--- config.mk ---
export PLATFORM = sky130hd
export DESIGN_NAME = pipe_issue_ctrl
export DESIGN_NICKNAME = d
export VERILOG_FILES = /design/src/rtl/pipe_pkg.sv /design/src/rtl/pipe_issue_fifo.sv /design/src/rtl/pipe_issue_ctrl.sv
export SDC_FILE = /design/constraint.sdc
export NUM_CORES = 1
export LEC_CHECK = 0
export CORE_ASPECT_RATIO = 0.8
export CORE_MARGIN = 5
export CORE_UTILIZATION = 40
export CTS_CLUSTER_DIAMETER = 50
export CTS_CLUSTER_SIZE = 40
export DETAILED_ROUTE_END_ITERATION = 10
export PLACE_DENSITY = 0.68
export SLEW_MARGIN = 10
export SYNTH_ARGS = -nofsm -noshare
export SYNTH_HDL_FRONTEND = slang
export SYNTH_HIERARCHICAL = 1
export SYNTH_SLANG_ARGS = --single-unit
export TNS_END_PERCENT = 5
--- constraint.sdc ---
create_clock -name clk -period 3.25 [get_ports clk]
set_input_delay 0.65 -clock clk [delete_from_list [all_inputs] [get_ports clk]]
set_output_delay 0.65 -clock clk [all_outputs]
set_load 0.02 [all_outputs]
--- src/rtl/pipe_pkg.sv ---
// Shared opcode, field-width and instruction-layout definitions for the
// four-stage issue pipeline.
package pipe_pkg;
    localparam int REG_W   = 4;
    localparam int ADDR_W  = 8;
    localparam int FUNC_W  = 3;
    localparam int INSTR_W = FUNC_W + 3 * REG_W + ADDR_W;

    localparam logic [FUNC_W-1:0] ADD = 3'b000;
    localparam logic [FUNC_W-1:0] SUB = 3'b001;
    localparam logic [FUNC_W-1:0] DIV = 3'b010;
    localparam logic [FUNC_W-1:0] MUL = 3'b011;
    localparam logic [FUNC_W-1:0] RSH = 3'b100;
    localparam logic [FUNC_W-1:0] LSH = 3'b101;

    typedef struct packed {
        logic [FUNC_W-1:0] func;
        logic [REG_W-1:0]  rs1;
        logic [REG_W-1:0]  rs2;
        logic [REG_W-1:0]  rd;
        logic [ADDR_W-1:0] addr;
    } instr_t;

    // Shifts are single-source: their rs1 field is ignored by the datapath.
    function automatic logic uses_rs1(input logic [FUNC_W-1:0] func);
        return (func == ADD) || (func == SUB) || (func == DIV) || (func == MUL);
    endfunction

    function automatic logic is_legal(input logic [FUNC_W-1:0] func);
        return func <= LSH;
    endfunction
endpackage

--- src/rtl/pipe_issue_fifo.sv ---
// Synchronous FIFO with full/empty flags; pointers carry one extra wrap bit
// so that full and empty are distinguishable.
module pipe_issue_fifo #(
    parameter int WIDTH = 23,
    parameter int DEPTH = 4
) (
    input  logic             clk,
    input  logic             rst,
    input  logic             push,
    input  logic             pop,
    input  logic             clear,
    input  logic [WIDTH-1:0] wdata,
    output logic [WIDTH-1:0] rdata,
    output logic             full,
    output logic             empty
);
    localparam int AW = $clog2(DEPTH);

    logic [AW:0]      wr_ptr;
    logic [AW:0]      rd_ptr;
    logic [WIDTH-1:0] mem [DEPTH];
    logic             do_push;
    logic             do_pop;

    assign empty   = (wr_ptr == rd_ptr);
    assign full    = (wr_ptr[AW] != rd_ptr[AW]) && (wr_ptr[AW-1:0] == rd_ptr[AW-1:0]);
    assign do_push = push && !full && !clear;
    assign do_pop  = pop && !empty && !clear;
    assign rdata   = mem[rd_ptr[AW-1:0]];

    always_ff @(posedge clk or posedge rst) begin
        if (rst) begin
            wr_ptr <= '0;
            rd_ptr <= '0;
        end else if (clear) begin
            rd_ptr <= wr_ptr;
        end else begin
            if (do_push) wr_ptr <= wr_ptr + (AW + 1)'(1);
            if (do_pop)  rd_ptr <= rd_ptr + (AW + 1)'(1);
        end
    end

    always_ff @(posedge clk) begin
        if (do_push) mem[wr_ptr[AW-1:0]] <= wdata;
    end
endmodule

--- src/rtl/pipe_issue_ctrl.sv ---
// Issue/hazard controller: queues instructions, issues one per cycle unless a
// RAW hazard against S1/S2 exists, and shifts them through RF->EX->WB->MEM.
module pipe_issue_ctrl
    import pipe_pkg::*;
#(
    parameter int FIFO_DEPTH = 4,
    parameter int CNT_W      = 16
) (
    input  logic              clk,
    input  logic              rst,
    input  logic              in_valid,
    output logic              in_ready,
    input  logic [2:0]        in_func,
    input  logic [3:0]        in_rs1,
    input  logic [3:0]        in_rs2,
    input  logic [3:0]        in_rd,
    input  logic [7:0]        in_addr,
    input  logic              flush,
    output logic              rd_en,
    output logic [3:0]        rd_rs1,
    output logic [3:0]        rd_rs2,
    output logic              ex_en,
    output logic [2:0]        ex_func,
    output logic              wb_en,
    output logic [3:0]        wb_rd,
    output logic              mem_en,
    output logic [7:0]        mem_addr,
    output logic              busy,
    output logic              illegal_op,
    output logic [CNT_W-1:0]  issue_cnt,
    output logic [CNT_W-1:0]  stall_cnt
);
    instr_t in_instr;
    instr_t head;
    logic   q_full, q_empty, push, pop;
    logic   rs1_hit, rs2_hit, hazard, active, issue, drop, stall;

    logic              s1_v, s2_v, s3_v, s4_v;
    logic [REG_W-1:0]  s1_rs1, s1_rs2, s1_rd, s2_rd, s3_rd;
    logic [FUNC_W-1:0] s1_func, s2_func;
    logic [ADDR_W-1:0] s1_addr, s2_addr, s3_addr, s4_addr;

    // Handshake: a word transfers on any edge where in_valid && in_ready;
    // in_ready is !full only, so a full queue never accepts even while popping.
    assign in_instr = '{func: in_func, rs1: in_rs1, rs2: in_rs2, rd: in_rd, addr: in_addr};
    assign in_ready = !q_full;
    assign push     = in_valid && in_ready && !flush;

    pipe_issue_fifo #(.WIDTH(INSTR_W), .DEPTH(FIFO_DEPTH)) u_fifo (
        .clk   (clk),
        .rst   (rst),
        .push  (push),
        .pop   (pop),
        .clear (flush),
        .wdata (in_instr),
        .rdata (head),
        .full  (q_full),
        .empty (q_empty)
    );

    // S3 is excluded: its writeback lands on the same edge the head enters S1.
    assign rs1_hit = (s1_v && head.rs1 == s1_rd) || (s2_v && head.rs1 == s2_rd);
    assign rs2_hit = (s1_v && head.rs2 == s1_rd) || (s2_v && head.rs2 == s2_rd);
    assign hazard  = (uses_rs1(head.func) && rs1_hit) || rs2_hit;
    assign active  = !q_empty && !flush;
    assign issue   = active && is_legal(head.func) && !hazard;
    assign drop    = active && !is_legal(head.func);
    assign stall   = active && is_legal(head.func) && hazard;
    assign pop     = issue || drop;

    assign rd_en    = s1_v;
    assign rd_rs1   = s1_rs1;
    assign rd_rs2   = s1_rs2;
    assign ex_en    = s2_v;
    assign ex_func  = s2_func;
    assign wb_en    = s3_v;
    assign wb_rd    = s3_rd;
    assign mem_en   = s4_v;
    assign mem_addr = s4_addr;
    assign busy     = !q_empty || s1_v || s2_v || s3_v || s4_v;

    always_ff @(posedge clk or posedge rst) begin
        if (rst) begin
            {s1_v, s2_v, s3_v, s4_v} <= '0;
            {s1_rs1, s1_rs2, s1_rd, s2_rd, s3_rd} <= '0;
            {s1_func, s2_func} <= '0;
            {s1_addr, s2_addr, s3_addr, s4_addr} <= '0;
            illegal_op <= 1'b0;
            issue_cnt  <= '0;
            stall_cnt  <= '0;
        end else begin
            s1_v <= issue;
            s2_v <= s1_v;
            s3_v <= s2_v;
            s4_v <= s3_v;
            if (issue) begin
                s1_rs1  <= head.rs1;
                s1_rs2  <= head.rs2;
                s1_rd   <= head.rd;
                s1_func <= head.func;
                s1_addr <= head.addr;
            end
            if (s1_v) begin
                s2_func <= s1_func;
                s2_rd   <= s1_rd;
                s2_addr <= s1_addr;
            end
            if (s2_v) begin
                s3_rd   <= s2_rd;
                s3_addr <= s2_addr;
            end
            if (s3_v) s4_addr <= s3_addr;
            illegal_op <= drop;
            if (issue && issue_cnt != '1) issue_cnt <= issue_cnt + CNT_W'(1);
            if (stall && stall_cnt != '1) stall_cnt <= stall_cnt + CNT_W'(1);
        end
    end
endmodule

==> metrics.yaml, run 1 <==
post-place-ws_ps: 167
irDropWorstVdd_uv: 460
cts_made_buffers: 17
dpl_cell_area_mm2: 0.00925
gr-total-overflow: 0
synth_ff_type: "dfrtp_1"
p_sw_mw: 3.01
cp-end-kind: "flop"
io_pins: 89
drc: 0
rows: 46
max_slew_margin_pct: 66.6
drive_above_1_share_pct: 24.4
placed_cells: 848
die_h_um: 136
cts_tree: "done"
hold_path_class: "reg -> reg"
root_buffer: "clkbuf_16"
cts_sinks: 193
grt_max_degree: 67
hold_buffers: 0
fillers: 1647
fin_nets: 639
grt_pass1_vias: 4635
power.density_mw_per_mm2: 930
setup_ws_ps: 167
p_comb_share_pct: 37.8
dr.pass1.iters: 5
final_common_cell: "dfrtp_1"
swShare_pct: 32.6
die_area_mm2: 0.0228
core_mm2: 0.0197
stdcell_area_mm2: 0.00992
worstPathRequired_ps: 3580
pwr-share-seq_pct: 39.3
finalMaxSlewViolations: 0
dieWidth_um: 168
rsz0062_at_grt: "no"
crit_arrival_ps: 3410
fmax_mhz: 324
cp-start-kind: "flop"
setup-violations-final: 0
grt.total_usage_pct: 14.3
final_hold_viol_count: 0
n_antenna_cell: 0
netlist_area_mm2: 0.00794
p_leak_nw: 3.67
min_period_ps: 3080
port_buffers: 88
mostFrequentLayoutCells: "dfrtp_1, edfxtp_1, clkdlybuf4s50_1"
whs_ps: 493
wire_per_inst_um: 17.9
synth-seq-cells: 193
flow.area_growth_from_synthesis_pct: 24.9
via_per_inst: 5.15
cts_max_path_buffers: 2
syn_inst: 494
total_power_mw: 9.22
h-tree-depth: 4
async_flop_share_pct: 52.3
synth.yosys.warnings: 6
outcome: "finished, final reports clean"
dr.first_iter.drc_count: 323
grt_pass1_wl_um: 25200
critPathKind: "reg -> reg"
p_int_mw: 6.21
drv_cap: 0
vias: 4539
dp_hpwl_um: 11100
worst_pin_slew_ps: 501
start_util_pct: 40.3
clkPwrFrac_pct: 22.9
clkLatencyLatePin_ps: 430
synth-edff-count: 92
setup_tns_ps: 0
ant_nets: 0
multi_input_area_mm2: 0.00254
clk_pin_slew_ps: 70
seq_area_frac_synth_pct: 66.6
register_area_mm2: 0.00529
yosysUniqueCellTypes: 49
place_congestion: 0.849
avgSynthCellArea_um2: 16.1
synth_nets: 528
post-route-util_pct: 50.4
totalWireLength_um: 15800
crit_fanout: 19
antenna_found_initial: 0
stdcell_count: 882
skew_ps: 12.6
fin_crit_sh_pct: 94.8
-- Yosys cell counts, types with 2 or more instances --
library cell  number  area (µm²)
nor4b_1            4        35.0
xnor2_1           45         394
nand3_1           22         110
nor3_1             5        25.0
clkbuf_1           5        18.8
inv_1             15        56.3
nand2b_1           2        12.5
buf_2              7        35.0
and3_1             7        43.8
and4_1             3        26.3
mux2_2            59         664
xor2_1             4        35.0
o311ai_0           2        17.5
a21oi_1            3        15.0
dfrtp_1          101        2530
edfxtp_1          92        2760
ha_1               7        87.6
and2_2             3        22.5
nand4_1           14        87.6
buf_4              4        30.0
nand2_1           23        86.3
nor2_1            13        48.8
xnor2_2            2        32.5
mux4_2            23         518
nor2b_1            2        12.5
and2_1             2        12.5
a41oi_1            3        26.3
-- path summary, 6_finish.rpt --
check,from,endpoint,slack [ps],cells after the start
setup reg to reg,u_fifo/rd_ptr[0],u_fifo/rd_ptr[2],170,11
hold / removal,issue_cnt[6],issue_cnt[6],490,1
hold reg to reg,issue_cnt[6],issue_cnt[6],490,1
setup / recovery,u_fifo/rd_ptr[0],u_fifo/rd_ptr[2],170,11
min in group asynchronous,rst,u_fifo/rd_ptr[0],560,2
max in group asynchronous,rst,mem_addr[6],1930,3
-- cells by family (layout without fill, tap and decap cells) --
group / Yosys count / in the layout / share of synthesized area [%]
AO/OA/AOI/OAI: 16 / 16 / 1.61
adder cells (fa/ha/maj): 7 / 7 / 1.10
buffers and inverters: 33 / 157 / 1.95
flip-flops: 193 / 193 / 66.6
AND/OR/NAND/NOR: 109 / 109 / 7.48
XOR/XNOR: 52 / 52 / 6.02
multiplexers: 84 / 84 / 15.2
-- worst max-delay path: stages (launching register included) --
cell      delay [ps]
dfrtp_1          370
buf_12           190
mux4_2           590
xnor2_2          190
nand3_1          100
nor4b_1          250
buf_4            190
nor4_4            60
or2_2            360
or3b_2           470
o311a_1          120
o311ai_1          80
-- state kept, by name, indices dropped and copies added, names as in the netlist, 8 cells and up --
register,flops
issue_cnt,16
mem_addr,8
s1_addr,8
s2_addr,8
s3_addr,8
stall_cnt,16
u_fifo/mem,92
-- power groups by stage --
stage	combinational (mW)	sequential (mW)	clock (mW)
floorplan	2.06	3.77	0
global placement	3.30	3.64	0
detailed placement	3.41	3.67	0
CTS	3.43	3.62	2.17
global route	3.73	3.71	2.26
finish	3.48	3.63	2.11
-- what timing repair did --
action                     in CTS  in global routing
setup buffers                   0                  2
setup endpoints to repair       1                  2
resized for setup               1                  6
pin swaps                       0                  1
-- routing by layer --
metal  vias to the layer above  GRT usage [%]  routed length, µm
li1                       2059              -                  -
met1                      2319           19.4               7140
met2                       141           22.8               7630
met3                        20           3.92                800
met4                         0           4.15                245
met5                         -              0                  0
-- area by class of cell --
cell class,count,share of cell area [%]
Sequential cell,193,53.3
Multi-Input combinational cell,268,25.7
Timing Repair Buffer,110,11.0
Clock buffer,20,4.50
Tap cell,264,3.33
Clock inverter,12,1.59
Inverter,15,0.593
Power figures use the tool's default switching activity.
==> run 2: changes to the inputs <==
- CORE_UTILIZATION: 40 -> 51
- PLACE_DENSITY: 0.68 -> 0.82
==> metrics.yaml, run 2 (synthesized netlist as in run 1, its figures left out) <==
grt.total_usage_pct: 18.4  # was 14.3%
hold_path_class: "reg -> reg"  # unchanged
critPathKind: "reg -> reg"  # unchanged
post-route-util_pct: 64.4  # was 50.4%
mostFrequentLayoutCells: "dfrtp_1, edfxtp_1, clkdlybuf4s50_1"  # unchanged
rows: 40  # was 46
place_congestion: 0.866  # was 0.849
cp-start-kind: "flop"  # unchanged
die_h_um: 122  # was 136 µm
slowest_delay_ps: 570  # was 590 ps
final_hold_viol_count: 0  # unchanged
outcome: "finished, final reports clean"  # unchanged
drive_above_1_share_pct: 23.9  # was 24.4%
ant_nets: 0  # unchanged
rsz0062_at_grt: "no"  # unchanged
port_buffers: 88  # unchanged
setup_tns_ps: 0  # unchanged
largest_reg_flops: 92  # unchanged
power.density_mw_per_mm2: 914  # was 930 mW/mm²
cts_sinks: 193  # unchanged
grt_max_degree: 48  # was 67
worstPathRequired_ps: 3570  # was 3580 ps
final_common_cell: "dfrtp_1"  # unchanged
finalMaxSlewViolations: 0  # unchanged
ff2ff_setup_slack_ps: 150  # was 170 ps
core_mm2: 0.0152  # was 0.0197 mm²
vias: 4630  # was 4,539
timing.critical_path.from: "u_fifo/rd_ptr[0]"  # unchanged
crit_arrival_ps: 3420  # was 3410 ps
drc: 0  # unchanged
h-tree-depth: 4  # unchanged
antenna_found_initial: 0  # unchanged
worstReg2RegStart: "u_fifo/rd_ptr[0]"  # unchanged
drv_cap: 0  # unchanged
skew_ps: 7.68  # was 12.6 ps
min_period_ps: 3100  # was 3080 ps
wire_per_inst_um: 19.5  # was 17.9 µm
crit_path_cell_trace: "buf_12 -> mux4_2 -> xnor2_1 -> nand3_1 -> nor4b_1 -> buf_4 -> nor4_4 -> or2_2 -> or3b_2 -> o311a_1 -> o311ai_1"  # was buf_12 -> mux4_2 -> xnor2_2 -> nand3_1 -> nor4b_1 -> buf_4 -> nor4_4 -> or2_2 -> or3b_2 -> o311a_1 -> o311ai_1
min_from: "s1_addr[1]"  # was issue_cnt[6]
via_per_inst: 5.59  # was 5.15
stdcell_area_mm2: 0.00977  # was 0.00992 mm²
r2r_cells: 11  # unchanged
grt_pass1_vias: 4786  # was 4,635
root_buffer: "clkbuf_16"  # unchanged
n_antenna_cell: 0  # unchanged
fin_crit_sh_pct: 95.3  # was 94.8%
cts_made_buffers: 17  # unchanged
dp_hpwl_um: 11100  # about the same
hold_buffers: 0  # unchanged
dpl_cell_area_mm2: 0.00921  # was 0.00925 mm²
grt_pass1_wl_um: 25700  # was 25,200 µm
start_util_pct: 52.4  # was 40.3%
fin_nets: 640  # was 639
cp-end-kind: "flop"  # unchanged
dr.pass1.iters: 5  # unchanged
r2r_end: "u_fifo/rd_ptr[2]"  # unchanged
flow.area_growth_from_synthesis_pct: 23.0  # was 24.9%
irDropWorstVdd_uv: 478  # was 460 µV
worst_pin_slew_ps: 617  # was 501 ps
dieWidth_um: 150  # was 168 µm
cp-endpoint: "u_fifo/rd_ptr[2]"  # unchanged
dr.first_iter.drc_count: 429  # was 323
fmax_mhz: 323  # was 324 MHz
max_slew_margin_pct: 58.9  # was 66.6%
gr-total-overflow: 0  # unchanged
p_leak_nw: 3.65  # was 3.67 nW
critPathSlowestCell: "mux4_2"  # unchanged
crit_fanout: 12  # was 19
cts_tree: "done"  # unchanged
cts_max_path_buffers: 2  # unchanged
setup-violations-final: 0  # unchanged
clkLatencyLatePin_ps: 420  # was 430 ps
totalWireLength_um: 16200  # was 15,800 µm
io_pins: 89  # unchanged
clk_pin_slew_ps: 70  # about the same
die_area_mm2: 0.0182  # was 0.0228 mm²
## run 2: changes by cell type in the layout (fill, tap and decap cells not counted), sizes merged
cell and change:
dlymetal6s2s -1, bufinv -3, inv -1, dlygate4sd2 +1, clkbuf +1, clkinv +9, clkinvlp -5
## run 2: how the worst min path moves through the flow
stage,end,cells past startpoint
2_1_floorplan,u_fifo/rd_ptr[0],1
3_3_place_gp,stall_cnt[8],1
3_5_place_dp,issue_cnt[6],1
4_1_cts,issue_cnt[6],1
5_1_grt,wb_rd[2],1
6_report,s2_addr[1],1
## run 2: area by class of cell
class	instances	area [µm²]
fill	1066	5400
timing repair buffer	111	1120
multi-input combinational	268	2520
sequential	193	5290
inverter	15	58.8
clock buffer	20	447
tap	210	263
clock inverter	12	67.6
## run 2: what timing repair did
item / in CTS / in global routing
pin swaps: 1 / 0
endpoints found under the setup margin: 1 / 2
resized for setup: 2 / 2
cloned: 0 / 1
buffers inserted: 1 / 0
## run 2: power by group
group	switching [mW]	internal, mW
clock network	0.849	0.987
logic	1.62	1.79
registers	0.523	3.15
total	2.99	5.94
## run 2: metrics by stage
stage	power, mW	setup slack [ps]	hold slack, ps	std cells
after floorplan	5.84	54.5	441	494
after global placement	6.87	258	473	795
after detailed placement	7.04	136	490	795
after CTS	8.91	124	502	828
after global routing	9.38	18.4	519	829
final	8.92	151	501	829
## run 2: metal layers
layer / global-route usage [%] / part of all wire [%]
met4: 5.32 / 1.4
met3: 4.61 / 6.4
met1: 26.0 / 43
met5: 0 / 0
met2: 28.8 / 49
## run 2: critical path: cells and delay by family (launching register included)
| family | cells | cell delay [ps] |
|---|---|---|
| mux | 1 | 570 |
| xor+xnor | 1 | 210 |
| compound gates | 2 | 190 |
| flops | 1 | 420 |
| simple gates | 5 | 1240 |
| buf+inv | 2 | 370 |
==> run 3: changes to the inputs <==
- CORE_UTILIZATION: 51 -> 57
- DONT_BUFFER_PORTS: default -> 1
- PLACE_DENSITY: 0.82 -> 0.81
==> metrics.yaml, run 3 (synthesized netlist as in run 1, its figures left out) <==
outcome: "finished, final reports clean"  # unchanged
drc: 0  # unchanged
dp_hpwl_um: 10400  # was 11,100 µm
hold_path_class: "in -> async"  # was reg -> reg
vias: 4233  # was 4,630
min_period_ps: 3170  # was 3100 ps
fin_nets: 549  # was 640
die_area_mm2: 0.0164  # was 0.0182 mm²
skew_ps: 8.42  # was 7.68 ps
fmax_mhz: 315  # was 323 MHz
crit_fanout: 6  # was 12
gr-total-overflow: 0  # unchanged
cp-end-kind: "flop"  # unchanged
antenna_found_initial: 0  # unchanged
rows: 38  # was 40
p_leak_nw: 3.31  # was 3.65 nW
cts_tree: "done"  # unchanged
die_h_um: 116  # was 122 µm
power.density_mw_per_mm2: 981  # was 914 mW/mm²
crit_arrival_ps: 3490  # was 3420 ps
start_util_pct: 58.4  # was 52.4%
n_antenna_cell: 0  # unchanged
timing.critical_path.from: "u_fifo/rd_ptr[0]"  # unchanged
whs_ps: 25.2  # was 501 ps
r2r_end: "u_fifo/rd_ptr[2]"  # unchanged
totalWireLength_um: 15700  # was 16,200 µm
cts_max_path_buffers: 2  # unchanged
worstReg2RegStart: "u_fifo/rd_ptr[0]"  # unchanged
root_buffer: "clkbuf_16"  # unchanged
fin_crit_sh_pct: 97.6  # was 95.3%
grt_pass1_wl_um: 24300  # was 25,700 µm
irDropWorstVdd_uv: 516  # was 478 µV
grt_max_degree: 43  # was 48
largest_reg_flops: 92  # unchanged
dieWidth_um: 142  # was 150 µm
worst_pin_slew_ps: 637  # was 617 ps
core_mm2: 0.0136  # was 0.0152 mm²
mostFrequentLayoutCells: "dfrtp_1, edfxtp_1, mux2_2"  # was dfrtp_1, edfxtp_1, clkdlybuf4s50_1
clk_pin_slew_ps: 70  # about the same
setup-violations-final: 0  # unchanged
ant_nets: 0  # unchanged
cts_made_buffers: 17  # unchanged
max_slew_margin_pct: 57.6  # was 58.9%
r2r_cells: 11  # unchanged
ff2ff_setup_slack_ps: 80  # was 150 ps
dr.first_iter.drc_count: 267  # was 429
port_buffers: 0  # was 88
dr.pass1.iters: 5  # unchanged
io_pins: 89  # unchanged
stdcell_count: 708  # was 829
setup_tns_ps: 0  # unchanged
critPathKind: "reg -> reg"  # unchanged
finalMaxSlewViolations: 0  # unchanged
drv_cap: 0  # unchanged
worstPathRequired_ps: 3570  # about the same
wire_per_inst_um: 22.2  # was 19.5 µm
final_common_cell: "dfrtp_1"  # unchanged
cts_sinks: 193  # unchanged
cp-start-kind: "flop"  # unchanged
hold_buffers: 0  # unchanged
grt_pass1_vias: 4279  # was 4,786
clkLatencyLatePin_ps: 430  # was 420 ps
flow.area_growth_from_synthesis_pct: 11.8  # was 23.0%
placed_cells: 671  # was 795
drive_above_1_share_pct: 28.2  # was 23.9%
grt.total_usage_pct: 19.8  # was 18.4%
via_per_inst: 5.98  # was 5.59
final_hold_viol_count: 0  # unchanged
place_congestion: 0.890  # was 0.866
h-tree-depth: 4  # unchanged
fillers: 939  # was 1,066
run 3: changes by cell type in the layout (fill, tap and decap cells not counted), moves of 2 or more:
cell / previous run / this run
bufinv_16: 0 / 3
clkinv_2: 6 / 1
buf_12: 4 / 2
clkinv_1: 3 / 0
clkinvlp_4: 0 / 4
clkdlybuf4s50_1: 87 / 0
clkinvlp_2: 0 / 2
run 3: critical path, cell delays in order, from the launching register on:
cell      delay (ps)
dfrtp_2          400
buf_12           130
mux4_2           560
xnor2_1          220
nand3_1          140
nor4b_2          350
buf_4            180
nor4_4            40
or2_2            360
or3b_2           470
o311a_1          130
o311ai_1          80
run 3: layer usage:
metal / vias up / GRT usage (%) / wire length [µm]
met5: - / 0 / 0
met4: 0 / 6.65 / 185
met3: 18 / 7.38 / 1440
met2: 158 / 30.2 / 7520
met1: 2179 / 26.7 / 6550
li1: 1878 / - / -
run 3: power breakdown:
| group | internal, mW | switching [mW] | leakage (nW) | total (mW) |
|---|---|---|---|---|
| Combinational | 1.39 | 1.25 | 0.960 | 2.64 |
| Clock | 1.21 | 0.886 | 0.272 | 2.09 |
| Sequential | 3.15 | 0.830 | 2.08 | 3.98 |
run 3: layout make-up:
class                      count  area, µm²  area share, %
sequential                   193       5290           59.6
clock inverter                13        161           1.82
clock buffer                  19        433           4.87
timing repair buffer          20        193           2.17
inverter                      15       58.8          0.662
tap                          180        225           2.54
multi-input combinational    268       2520           28.4
run 3: stage by stage:
stage / utilization (%) / instance area [µm²] / setup slack [ps] / total power, mW
global route: 65.3 / 8880 / -35.7 / 9.15
global placement: 60.3 / 8200 / 327 / 6.38
detailed placement: 60.3 / 8200 / 124 / 6.51
floorplan: - / 7940 / 54.5 / 5.84
CTS: 64.7 / 8800 / 104 / 8.63
finish: 65.3 / 8880 / 76.5 / 8.72
run 3: worst max path at each step:
| stage | to | slack (ps) | depth (start not counted) |
|---|---|---|---|
| 3_3_place_gp | u_fifo/rd_ptr[2] | 330 | 11 |
| 2_1_floorplan | u_fifo/rd_ptr[2] | 50 | 12 |
| 3_5_place_dp | u_fifo/rd_ptr[2] | 120 | 11 |
| 4_1_cts | busy | 100 | 6 |
| 6_report | u_fifo/rd_ptr[2] | 80 | 11 |
| 5_1_grt | u_fifo/rd_ptr[2] | -40 | 11 |
run 3: what timing repair did:
item | CTS | global route
gates resized for setup | 0 | 4
setup endpoints to repair | 0 | 2
setup buffers | 0 | 4
